--- src/rtl/aes_bus_arbiter.sv ---
// aes_bus_arbiter
// Two-master Wishbone arbiter in front of the single AES accelerator slave.
// M0 is the Caravel management bus, M1 a debug master driven from LA bits.
// Round-robin on ties, grant held for a whole transaction, slave timeout
// recovery with a sticky flag, and a one-cycle DONE gap between transactions.
//
// Ports:
//   wb_clk_i, wb_rst_i       clock, synchronous active-high reset
//   m0_* / m1_*              master Wishbone interfaces (cyc/stb/we/sel/adr/dat in, ack/dat out)
//   s_*                      slave side towards the AES io_bus_* interface
//   timeout_flag_o           sticky timeout indication, cleared by timeout_clr_i
//   grant_o                  one-hot current grant {m1,m0}
//   stat_m0_o, stat_m1_o     saturating grant counters
//
// Optional feature: define ARB_STATS_EN to build the grant counters;
// without it both stat ports are tied to zero.
module aes_bus_arbiter #(
    parameter int ADDR_W         = 28,
    parameter int TIMEOUT_CYCLES = 255
) (
    input  logic              wb_clk_i,
    input  logic              wb_rst_i,
    input  logic              m0_cyc_i,
    input  logic              m0_stb_i,
    input  logic              m0_we_i,
    input  logic [3:0]        m0_sel_i,
    input  logic [ADDR_W-1:0] m0_adr_i,
    input  logic [31:0]       m0_dat_i,
    output logic              m0_ack_o,
    output logic [31:0]       m0_dat_o,
    input  logic              m1_cyc_i,
    input  logic              m1_stb_i,
    input  logic              m1_we_i,
    input  logic [3:0]        m1_sel_i,
    input  logic [ADDR_W-1:0] m1_adr_i,
    input  logic [31:0]       m1_dat_i,
    output logic              m1_ack_o,
    output logic [31:0]       m1_dat_o,
    output logic              s_cyc_o,
    output logic              s_stb_o,
    output logic              s_we_o,
    output logic [3:0]        s_sel_o,
    output logic [ADDR_W-1:0] s_adr_o,
    output logic [31:0]       s_dat_o,
    input  logic              s_ack_i,
    input  logic [31:0]       s_dat_i,
    output logic              timeout_flag_o,
    input  logic              timeout_clr_i,
    output logic [1:0]        grant_o,
    output logic [15:0]       stat_m0_o,
    output logic [15:0]       stat_m1_o
);

    localparam logic [15:0] TMO_LIMIT = 16'(TIMEOUT_CYCLES);
    localparam logic [31:0] TMO_DATA  = 32'hBAD0_BAD0;

    typedef enum logic [1:0] {IDLE = 2'd0, GNT0 = 2'd1, GNT1 = 2'd2, DONE = 2'd3} state_t;

    state_t      state;
    logic        last_grant;   // 0: M0 won last arbitration, 1: M1
    logic [15:0] wait_cnt;
    logic        flag;

    logic req0, req1, start0, start1, gnt0, gnt1, cur_cyc, tmo;

    assign req0 = m0_cyc_i & m0_stb_i;
    assign req1 = m1_cyc_i & m1_stb_i;

    // On a tie the master that did not win last time takes the grant.
    assign start0 = (state == IDLE) & req0 & (~req1 | last_grant);
    assign start1 = (state == IDLE) & req1 & ~start0;

    // Reset masks the granted path in the same cycle so an in-flight
    // transaction is dropped without an ack even if the slave answers.
    assign gnt0 = (state == GNT0) & ~wb_rst_i;
    assign gnt1 = (state == GNT1) & ~wb_rst_i;

    assign cur_cyc = gnt0 ? m0_cyc_i : m1_cyc_i;
    assign tmo     = (gnt0 | gnt1) & cur_cyc & (wait_cnt == TMO_LIMIT);

    always_comb begin
        s_cyc_o = 1'b0;
        s_stb_o = 1'b0;
        s_we_o  = 1'b0;
        s_sel_o = '0;
        s_adr_o = '0;
        s_dat_o = '0;
        if (gnt0) begin
            s_cyc_o = m0_cyc_i;
            s_stb_o = m0_stb_i;
            s_we_o  = m0_we_i;
            s_sel_o = m0_sel_i;
            s_adr_o = m0_adr_i;
            s_dat_o = m0_dat_i;
        end else if (gnt1) begin
            s_cyc_o = m1_cyc_i;
            s_stb_o = m1_stb_i;
            s_we_o  = m1_we_i;
            s_sel_o = m1_sel_i;
            s_adr_o = m1_adr_i;
            s_dat_o = m1_dat_i;
        end
        // The timed-out cycle withdraws the request from the slave.
        if (tmo) begin
            s_cyc_o = 1'b0;
            s_stb_o = 1'b0;
        end
    end

    // A slave ack in the timeout cycle is ignored; the error word wins.
    assign m0_ack_o = gnt0 & m0_cyc_i & (tmo | s_ack_i);
    assign m1_ack_o = gnt1 & m1_cyc_i & (tmo | s_ack_i);
    assign m0_dat_o = ~m0_ack_o ? 32'h0 : (tmo ? TMO_DATA : s_dat_i);
    assign m1_dat_o = ~m1_ack_o ? 32'h0 : (tmo ? TMO_DATA : s_dat_i);

    assign grant_o        = {gnt1, gnt0};
    assign timeout_flag_o = flag;

    always_ff @(posedge wb_clk_i) begin
        if (wb_rst_i) begin
            state      <= IDLE;
            last_grant <= 1'b1;
            wait_cnt   <= '0;
        end else begin
            case (state)
                IDLE: begin
                    if (start0) begin
                        state      <= GNT0;
                        last_grant <= 1'b0;
                        wait_cnt   <= '0;
                    end else if (start1) begin
                        state      <= GNT1;
                        last_grant <= 1'b1;
                        wait_cnt   <= '0;
                    end
                end
                GNT0, GNT1: begin
                    // Ack, abort (cyc dropped) or timeout all end the grant.
                    if (!cur_cyc || s_ack_i || tmo) begin
                        state <= DONE;
                    end else begin
                        wait_cnt <= wait_cnt + 16'd1;
                    end
                end
                DONE:    state <= IDLE;
                default: state <= IDLE;
            endcase
        end
    end

    // Set has priority over clear.
    always_ff @(posedge wb_clk_i) begin
        if (wb_rst_i) begin
            flag <= 1'b0;
        end else if (tmo) begin
            flag <= 1'b1;
        end else if (timeout_clr_i) begin
            flag <= 1'b0;
        end
    end

`ifdef ARB_STATS_EN
    logic [15:0] stat0, stat1;

    always_ff @(posedge wb_clk_i) begin
        if (wb_rst_i) begin
            stat0 <= '0;
            stat1 <= '0;
        end else begin
            if (start0 && stat0 != 16'hFFFF) begin
                stat0 <= stat0 + 16'd1;
            end
            if (start1 && stat1 != 16'hFFFF) begin
                stat1 <= stat1 + 16'd1;
            end
        end
    end

    assign stat_m0_o = stat0;
    assign stat_m1_o = stat1;
`else
    assign stat_m0_o = 16'h0000;
    assign stat_m1_o = 16'h0000;
`endif

endmodule

--- config.mk ---
export PLATFORM = sky130hd
export DESIGN_NAME = aes_bus_arbiter
export DESIGN_NICKNAME = d
export VERILOG_FILES = /design/src/rtl/aes_bus_arbiter.sv
export SDC_FILE = /design/constraint.sdc
export NUM_CORES = 1
export LEC_CHECK = 0
export ABC_AREA = 1
export ABC_CLOCK_PERIOD_IN_PS = 2300
export CAP_MARGIN = 10
export CELL_PAD_IN_SITES_DETAIL_PLACEMENT = 0
export CELL_PAD_IN_SITES_GLOBAL_PLACEMENT = 1
export CORE_MARGIN = 8
export CORE_UTILIZATION = 16
export CTS_CLUSTER_DIAMETER = 120
export DETAILED_ROUTE_END_ITERATION = 6
export GPL_TIMING_DRIVEN = 0
export PLACE_DENSITY = 0.77
export SLEW_MARGIN = 20
export SYNTH_ARGS = -nofsm -noshare
export SYNTH_HDL_FRONTEND = slang
export SYNTH_SLANG_ARGS = --single-unit
--- constraint.sdc ---
create_clock -name wb_clk_i -period 2.3 [get_ports wb_clk_i]
set_input_delay 0.46 -clock wb_clk_i [delete_from_list [all_inputs] [get_ports wb_clk_i]]
set_output_delay 0.46 -clock wb_clk_i [all_outputs]
set_load 0.01 [all_outputs]
==> out/qor.log, run 1 <==
[setup_path] Slowest Stage Delay on Critical Path 0.40 ns
[sta] worst clock skew on the final layout 0.00485 ns
[setup_path] crit end category output port
[routing] antenna-violating nets left 0
[placed_design] Area after DPL 6420 sq um
[synthesis] synthesized instance count 487
[power] Power, Total 3360 uW
[synthesis] dominant cells by area after synthesis sky130_fd_sc_hd__a22o_1 19%, sky130_fd_sc_hd__dfxtp_1 14%, sky130_fd_sc_hd__nand3_1 10%, sky130_fd_sc_hd__buf_4 9.9%, sky130_fd_sc_hd__inv_1 8.6%
[global_route] number of antenna violations at the first check in global routing 1
[sta] part of the cycle the worst path needs 112%
[global_route] vias in the first global route 4600
[power] clock share of power 11.3%
[outcome] violations in the final reports negative setup slack
[sta] Max transition margin 63.1%
[synthesis] warning count from the yosys run 0
[power] power density relative to cell area 448 nW/um^2
[floorplanning] height of the die 152 um
[routing] drc violations 0
[clock_network] worst-skew pair later-pin latency 0.26 ns
[finish] final cell count without fillers 1110
[clock_network] sink count of the clock tree 20
[clock_network] deepest level of the CTS H-tree 1
[synthesis] number of distinct library cells after synthesis 33
[finish] most common cell after layout, fill and taps aside sky130_fd_sc_hd__clkdlybuf4s50_1
[setup_path] worst endpoint required time 1.84 ns
[setup_path] critical path's slowest cell sky130_fd_sc_hd__dfxtp_2
[min_path] HP Class reg2reg
[sta] Final WS setup -0.269 ns
[global_route] pin count of the biggest net entering global routing 11
[finish] Non-Filler Cell Area, Final 7490 sq um
[placed_design] count of buffers from port buffering 305
[floorplanning] standard-cell rows 49
[floorplanning] die area 23100 sq um
[synthesis] share of the synthesized area in the top cell type 19.2%
[placed_design] Post-Place Cells 1052
[routing] total wire length 21500 um
[placed_design] routability congestion estimate 0.814
[finish] ratio of cells with drive above 1 in the final layout 39.8%
[clock_network] clock buffer count from CTS 3
[setup_path] WS Path Type reg2out
[sta] number of setup violations in the final report 108
[clock_network] maximum buffer depth of the clock tree 2
[finish] growth of design area from synthesis to finish 153%
[setup_path] largest delay contributor family on the critical path simple AND/OR/NAND/NOR gates
[finish] Nets 1057
[routing] vias per cell 4.29
[finish] leading cell types in the layout, fill and taps excluded 167 x sky130_fd_sc_hd__clkdlybuf4s50_1, 92 x sky130_fd_sc_hd__buf_6, 65 x sky130_fd_sc_hd__a22o_1, 64 x sky130_fd_sc_hd__buf_4, 61 x sky130_fd_sc_hd__buf_2
[floorplanning] starting density of the core 16.4%
[synthesis] cell area after synthesis 2960 sq um
[power] LEAKAGE 0.00369 uW
[power] combinational share of power 74.8%
[routing] average detailed-routed wire length per instance 19.3 um
[global_route] GRT Residual Overflow 0
[clock_network] root buffer selected by CTS sky130_fd_sc_hd__clkbuf_16
[floorplanning] core area 18100 sq um
[routing] Pre-Repair DR Iteration Count 4
[setup_path] startpoint type of the worst setup path flip-flop
[placed_design] half-perimeter wire length of the detailed placement result 17100 um
[setup_path] sequence of cells on the critical path ha_4 > nand3_2 > nor2_4 > nand3_4 > inv_4 > nor2_4 > nor2_4 > buf_6 > buf_8 > buf_6 > nand3_1 > inv_1 > buf_6
[routing] violation count after the first detailed-route iteration 194
[sta] fin crit period 2.57 ns
[power] reported net switching power 1440 uW
[setup_path] Buf+Inv Stages, Crit Path 6
[floorplanning] IO Pins 338
[sta] maximum frequency from static timing analysis 0.389 GHz
[sta] unrepaired setup endpoints after global routing yes
[clock_network] clock input transition at the sequential cells of the worst setup and hold paths 0.06 ns
[power] largest voltage drop on the vdd net 391 uV
[routing] Vias 4761
[synthesis] number of register bits inferred by synthesis 20
[power] design internal power 1920 uW
[setup_path] Max FO, Critical Path 6
[outcome] outcome finished, violations left
[flow_run] # Max-Cap Violations 0
[sta] transition time at the pin with the least slew margin 0.554 ns
[sta] total count of max-transition violations in the final report 0
[synthesis] Avg Cell Area, Syn 6.09 sq um
[clock_network] TritonCTS clock tree yes
[power] share of power burned in registers 13.9%
[setup_path] Worst EP arrival 2.11 ns
[global_route] wire length of the first global-routing pass 30100 um
[clock_network] CTS Hold Bufs 0
[global_route] GRT Total Usage 16.7%
[floorplanning] Die Width 152 um
[sta] Final Hold Viols 0
[power] switching portion of total power 42.9%
[synthesis] sequential element share of the synthesized area 13.5%
[synthesis] leading area contributor after synthesis sky130_fd_sc_hd__a22o_1
==> through the flow <==
step | worst slack (ns) | hold WS, ns | TNS [ns] | utilization, %
final | -0.269 | 0.481 | -12.86 | 41.4
after global routing | -0.425 | 0.514 | -25.20 | 41.4
after CTS | -0.312 | 0.480 | -14.31 | 37.4
after detailed placement | -1.29 | 0.466 | -147.27 | 35.5
after global placement | -1.28 | 0.463 | -144.64 | 35.5
after floorplan | 0.131 | 0.460 | 0 | -
==> tightest hold or removal path, cell delays in order, from the launching register on <==
cell and delay, ns:
sky130_fd_sc_hd__dfxtp_1 0.32, sky130_fd_sc_hd__nand2_1 0.07, sky130_fd_sc_hd__a21oi_1 0.05
==> per-layer routing <==
layer / wire (um) / global-route usage, % / share of wire, % / vias to the layer above
li1: - / - / - / 2358
met1: 8930 / 20.1 / 42 / 2195
met2: 10700 / 29.1 / 50 / 182
met3: 1490 / 4.65 / 6.9 / 24
met4: 351 / 3.47 / 1.6 / 2
met5: 10 / 0 / 0.047 / -
==> path summary, 6_finish.rpt <==
| check | end | cells past startpoint | from | slack, ns |
|---|---|---|---|---|
| max | m0_dat_o[8] | 13 | wait_cnt[0] | -0.27 |
| min | timeout_flag_o | 2 | timeout_flag_o | 0.48 |
| max reg2reg | wait_cnt[5] | 8 | state[1] | 0.31 |
| min reg2reg | timeout_flag_o | 2 | timeout_flag_o | 0.48 |
==> cells by family (layout without fill, tap and decap cells) <==
group,count (synthesis),count (layout),share of synthesized area [%]
adders and majority gates,5,5,2.11
buffers and inverters,140,502,23.3
xor gates and xnor gates,1,1,0.296
DFF,20,20,13.5
other,1,33,0.127
AOI/OAI and AO/OA,113,113,27.9
and+or+nand+nor,207,207,32.8
==> timing repair <==
item | CTS | global route
setup buffers | 31 | 16
gates resized for setup | 639 | 196
pin swaps | 11 | 21
setup endpoints to repair | 135 | 128
cloned | 2 | 7
hold endpoints to repair | 0 | 0
==> cell usage after synthesis (all sizes together) <==
library cell  instances
a22o                 65
o21ai                19
dfxtp                20
buf                  52
a22oi                 1
clkbuf               15
nand2                62
nor3b                 2
conb                  1
a221o                 1
nor3                  4
xor2                  1
nor2                 69
a211oi                1
a21oi                23
ha                    5
inv                  73
o21bai                3
nand3                64
or2                   1
nand4                 5
==> state kept, by name, summed over array words and instances (netlist names) <==
name            cells
wait_cnt           16
timeout_flag_o      1
state               2
last_grant          1
==> area by class of cell <==
class,count,area (sq um)
multi-input combinational,358,2300
sequential,20,408
timing repair buffer,361,3510
inverter,73,289
antenna,1,2.50
clock buffer,3,75.1
buffer,65,621
fill,1871,10600
tap,229,287
==> power by group through the flow <==
stage	logic, uW	registers, uW	clock network, uW
3_5_place_dp	2140	455	0
5_1_grt	2710	475	399
2_1_floorplan	1070	440	0
4_1_cts	2220	457	381
3_3_place_gp	2140	454	0
6_report	2510	465	380
Note: power is estimated with default switching activity, not from simulation.
==> inputs of run 2 (changes only) <==
CAP_MARGIN = 20   (was 10)
==> results of run 2 <==
The final DEF is identical to that of run 1; final timing and power are the same.
==> inputs of run 3 (changes only) <==
SETUP_SLACK_MARGIN = 0.2   (was default)
==> run 3 against run 2 <==
  * The flow still finishes with violations (negative setup slack)
  * Combinational power rose by 6%
  * Sequential share of layout area fell by 0.29 points
  * Critical path depth rose by 2
  * Fmax fell by 2.4%
  * First-iteration DRC count rose by 64%
  * Final cell count rose by 3.5%
  * Sequential cell count did not move
  * Clock skew fell by 0.0033 ns
  * Register-to-register slack improved by 0.03 ns
  * Design area rose by 5.6%
  * Die area did not move
  * Global-route usage rose by 0.89 points
==> out/qor.log, run 3 (synthesis results as in run 1) <==
[outcome] outcome finished, violations left
[outcome] violations in the final reports negative setup slack
[setup_path] Max FO, Critical Path 6
[floorplanning] starting density of the core 16.4%
[routing] antenna-violating nets left 0
[routing] Pre-Repair DR Iteration Count 5
[sta] total count of max-transition violations in the final report 0
[power] LEAKAGE 0.00393 uW
[floorplanning] Die Width 152 um
[placed_design] pre-CTS worst setup slack -1.24 ns
[floorplanning] IO Pins 338
[sta] part of the cycle the worst path needs 114%
[min_path] endpoint with the worst hold slack timeout_flag_o
[setup_path] Slowest Stage Delay on Critical Path 0.34 ns
[routing] total wire length 22500 um
[setup_path] startpoint type of the worst setup path flip-flop
[clock_network] maximum buffer depth of the clock tree 2
[clock_network] worst-skew pair later-pin latency 0.25 ns
[sta] unrepaired setup endpoints after global routing yes
[sta] fin crit period 2.63 ns
[flow_run] # Max-Cap Violations 0
[sta] Final Hold Viols 0
[finish] ratio of cells with drive above 1 in the final layout 42.5%
[floorplanning] die area 23100 sq um
[clock_network] CTS Hold Bufs 0
[min_path] Min-Delay Startpoint timeout_flag_o
[finish] Reg with most FFs wait_cnt
[routing] vias per cell 4.28
[sta] number of setup violations in the final report 118
[placed_design] count of buffers from port buffering 305
[clock_network] sink count of the clock tree 20
[setup_path] R2R setup slack 0.34 ns
[setup_path] worst reg2reg path depth 12
[sta] worst clock skew on the final layout 0.00150 ns
[finish] largest registers wait_cnt: 16 flops, state: 2 flops
[global_route] number of antenna violations at the first check in global routing 2
[setup_path] R2R Path End wait_cnt[10]
[setup_path] most used cell along the critical path sky130_fd_sc_hd__buf_6
[min_path] HP Class reg2reg
[clock_network] clock buffer count from CTS 3
[routing] average detailed-routed wire length per instance 19.6 um
[global_route] GRT Residual Overflow 0
[power] power density relative to cell area 442 nW/um^2
[placed_design] Area after DPL 6430 sq um
[setup_path] Worst EP arrival 2.17 ns
[floorplanning] standard-cell rows 49
[finish] Nets 1096
[global_route] wire length of the first global-routing pass 31500 um
[finish] growth of design area from synthesis to finish 167%
[clock_network] deepest level of the CTS H-tree 1
[clock_network] TritonCTS clock tree yes
[min_path] WHS Path Cells 2
[routing] drc violations 0
[finish] most common cell after layout, fill and taps aside sky130_fd_sc_hd__clkdlybuf4s50_1
[setup_path] sequence of cells on the critical path inv_2 > ha_4 > inv_4 > nand4_1 > nand2_4 > nand3_4 > clkinv_4 > nor2_4 > nor2_4 > buf_6 > buf_6 > buf_6 > nand3_4 > inv_2 > buf_6
[placed_design] routability congestion estimate 0.834
[global_route] GRT Total Usage 17.6%
[clock_network] clock input transition at the sequential cells of the worst setup and hold paths 0.06 ns
[global_route] vias in the first global route 4696
[setup_path] Reg-to-Reg Start state[1]
[setup_path] worst endpoint required time 1.84 ns
[routing] Vias 4913
[finish] leading cell types in the layout, fill and taps excluded 168 x sky130_fd_sc_hd__clkdlybuf4s50_1, 126 x sky130_fd_sc_hd__buf_6, 75 x sky130_fd_sc_hd__buf_4, 64 x sky130_fd_sc_hd__a22o_1, 64 x sky130_fd_sc_hd__buf_2
[placed_design] half-perimeter wire length of the detailed placement result 17400 um
[sta] Final WS setup -0.333 ns
[finish] flip-flop count of the largest register after layout 16
[sta] maximum frequency from static timing analysis 0.380 GHz
[clock_network] root buffer selected by CTS sky130_fd_sc_hd__clkbuf_16
[sta] Post-Route Hold Slack 0.468 ns
[finish] Non-Filler Cell Area, Final 7920 sq um
[floorplanning] height of the die 152 um
[setup_path] crit end category output port
[routing] violation count after the first detailed-route iteration 318
[global_route] pin count of the biggest net entering global routing 11
[power] largest voltage drop on the vdd net 311 uV
[setup_path] critical path's slowest cell sky130_fd_sc_hd__dfxtp_2
[setup_path] WS Path Type reg2out
[floorplanning] core area 18100 sq um
run 3: area by class of cell:
class | count | area (sq um)
sequential | 20 | 408
buffer | 66 | 682
multi-input combinational | 358 | 2340
antenna | 1 | 2.50
fill | 1820 | 10200
timing repair buffer | 399 | 3830
inverter | 73 | 289
clock buffer | 3 | 75.1
tap | 229 | 287
run 3: where the power goes:
group	leakage, uW	internal, uW	switching [uW]
combinational	0.00372	1380	1290
sequential	0.000165	400	62.1
clock	0.0000370	230	140
run 3: per-layer routing:
layer	track usage, %	vias to the layer above	share of wire, %	routed length (um)
li1	-	2437	-	-
met1	21.0	2256	42	9330
met2	29.8	188	49	10900
met3	6.13	30	7.8	1760
met4	3.86	2	1.9	432
met5	0	-	0.058	13
run 3: worst max-delay path by stage:
stage                     startpoint           end  slack, ns  cells after the start
after global placement      wb_rst_i    s_adr_o[9]      -1.23                      7
after floorplan             state[1]  m1_dat_o[12]       0.18                     13
after CTS                   state[1]   m0_dat_o[6]      -0.39                     15
after detailed placement    wb_rst_i  m1_dat_o[13]      -1.24                     13
after global routing        state[1]  m0_dat_o[10]      -0.44                     15
final                       state[1]  m0_dat_o[10]      -0.33                     15
run 3: through the flow:
stage          instances  power, uW  util [%]  setup TNS, ns
6_report            1149       3500      43.8         -18.14
5_1_grt             1148       3720      43.8         -27.50
4_1_cts             1127       3310      40.4         -20.17
3_5_place_dp        1052       2610      35.6        -140.39
3_3_place_gp        1052       2620      35.6        -139.51
2_1_floorplan        518       1510         -              0
run 3: critical path: cells and delay by family (launching register included):
family,cells,cell delay [ns]
adder cells (fa/ha/maj),1,0.16
buffers and inverters,8,0.72
flip-flops,1,0.34
AND/OR/NAND/NOR,6,0.69
run 3: timing repair:
item	CTS	global route
endpoints found under the setup margin	151	147
pin swaps	29	53
cloned	9	1
resized for setup	716	166
buffers inserted	64	20
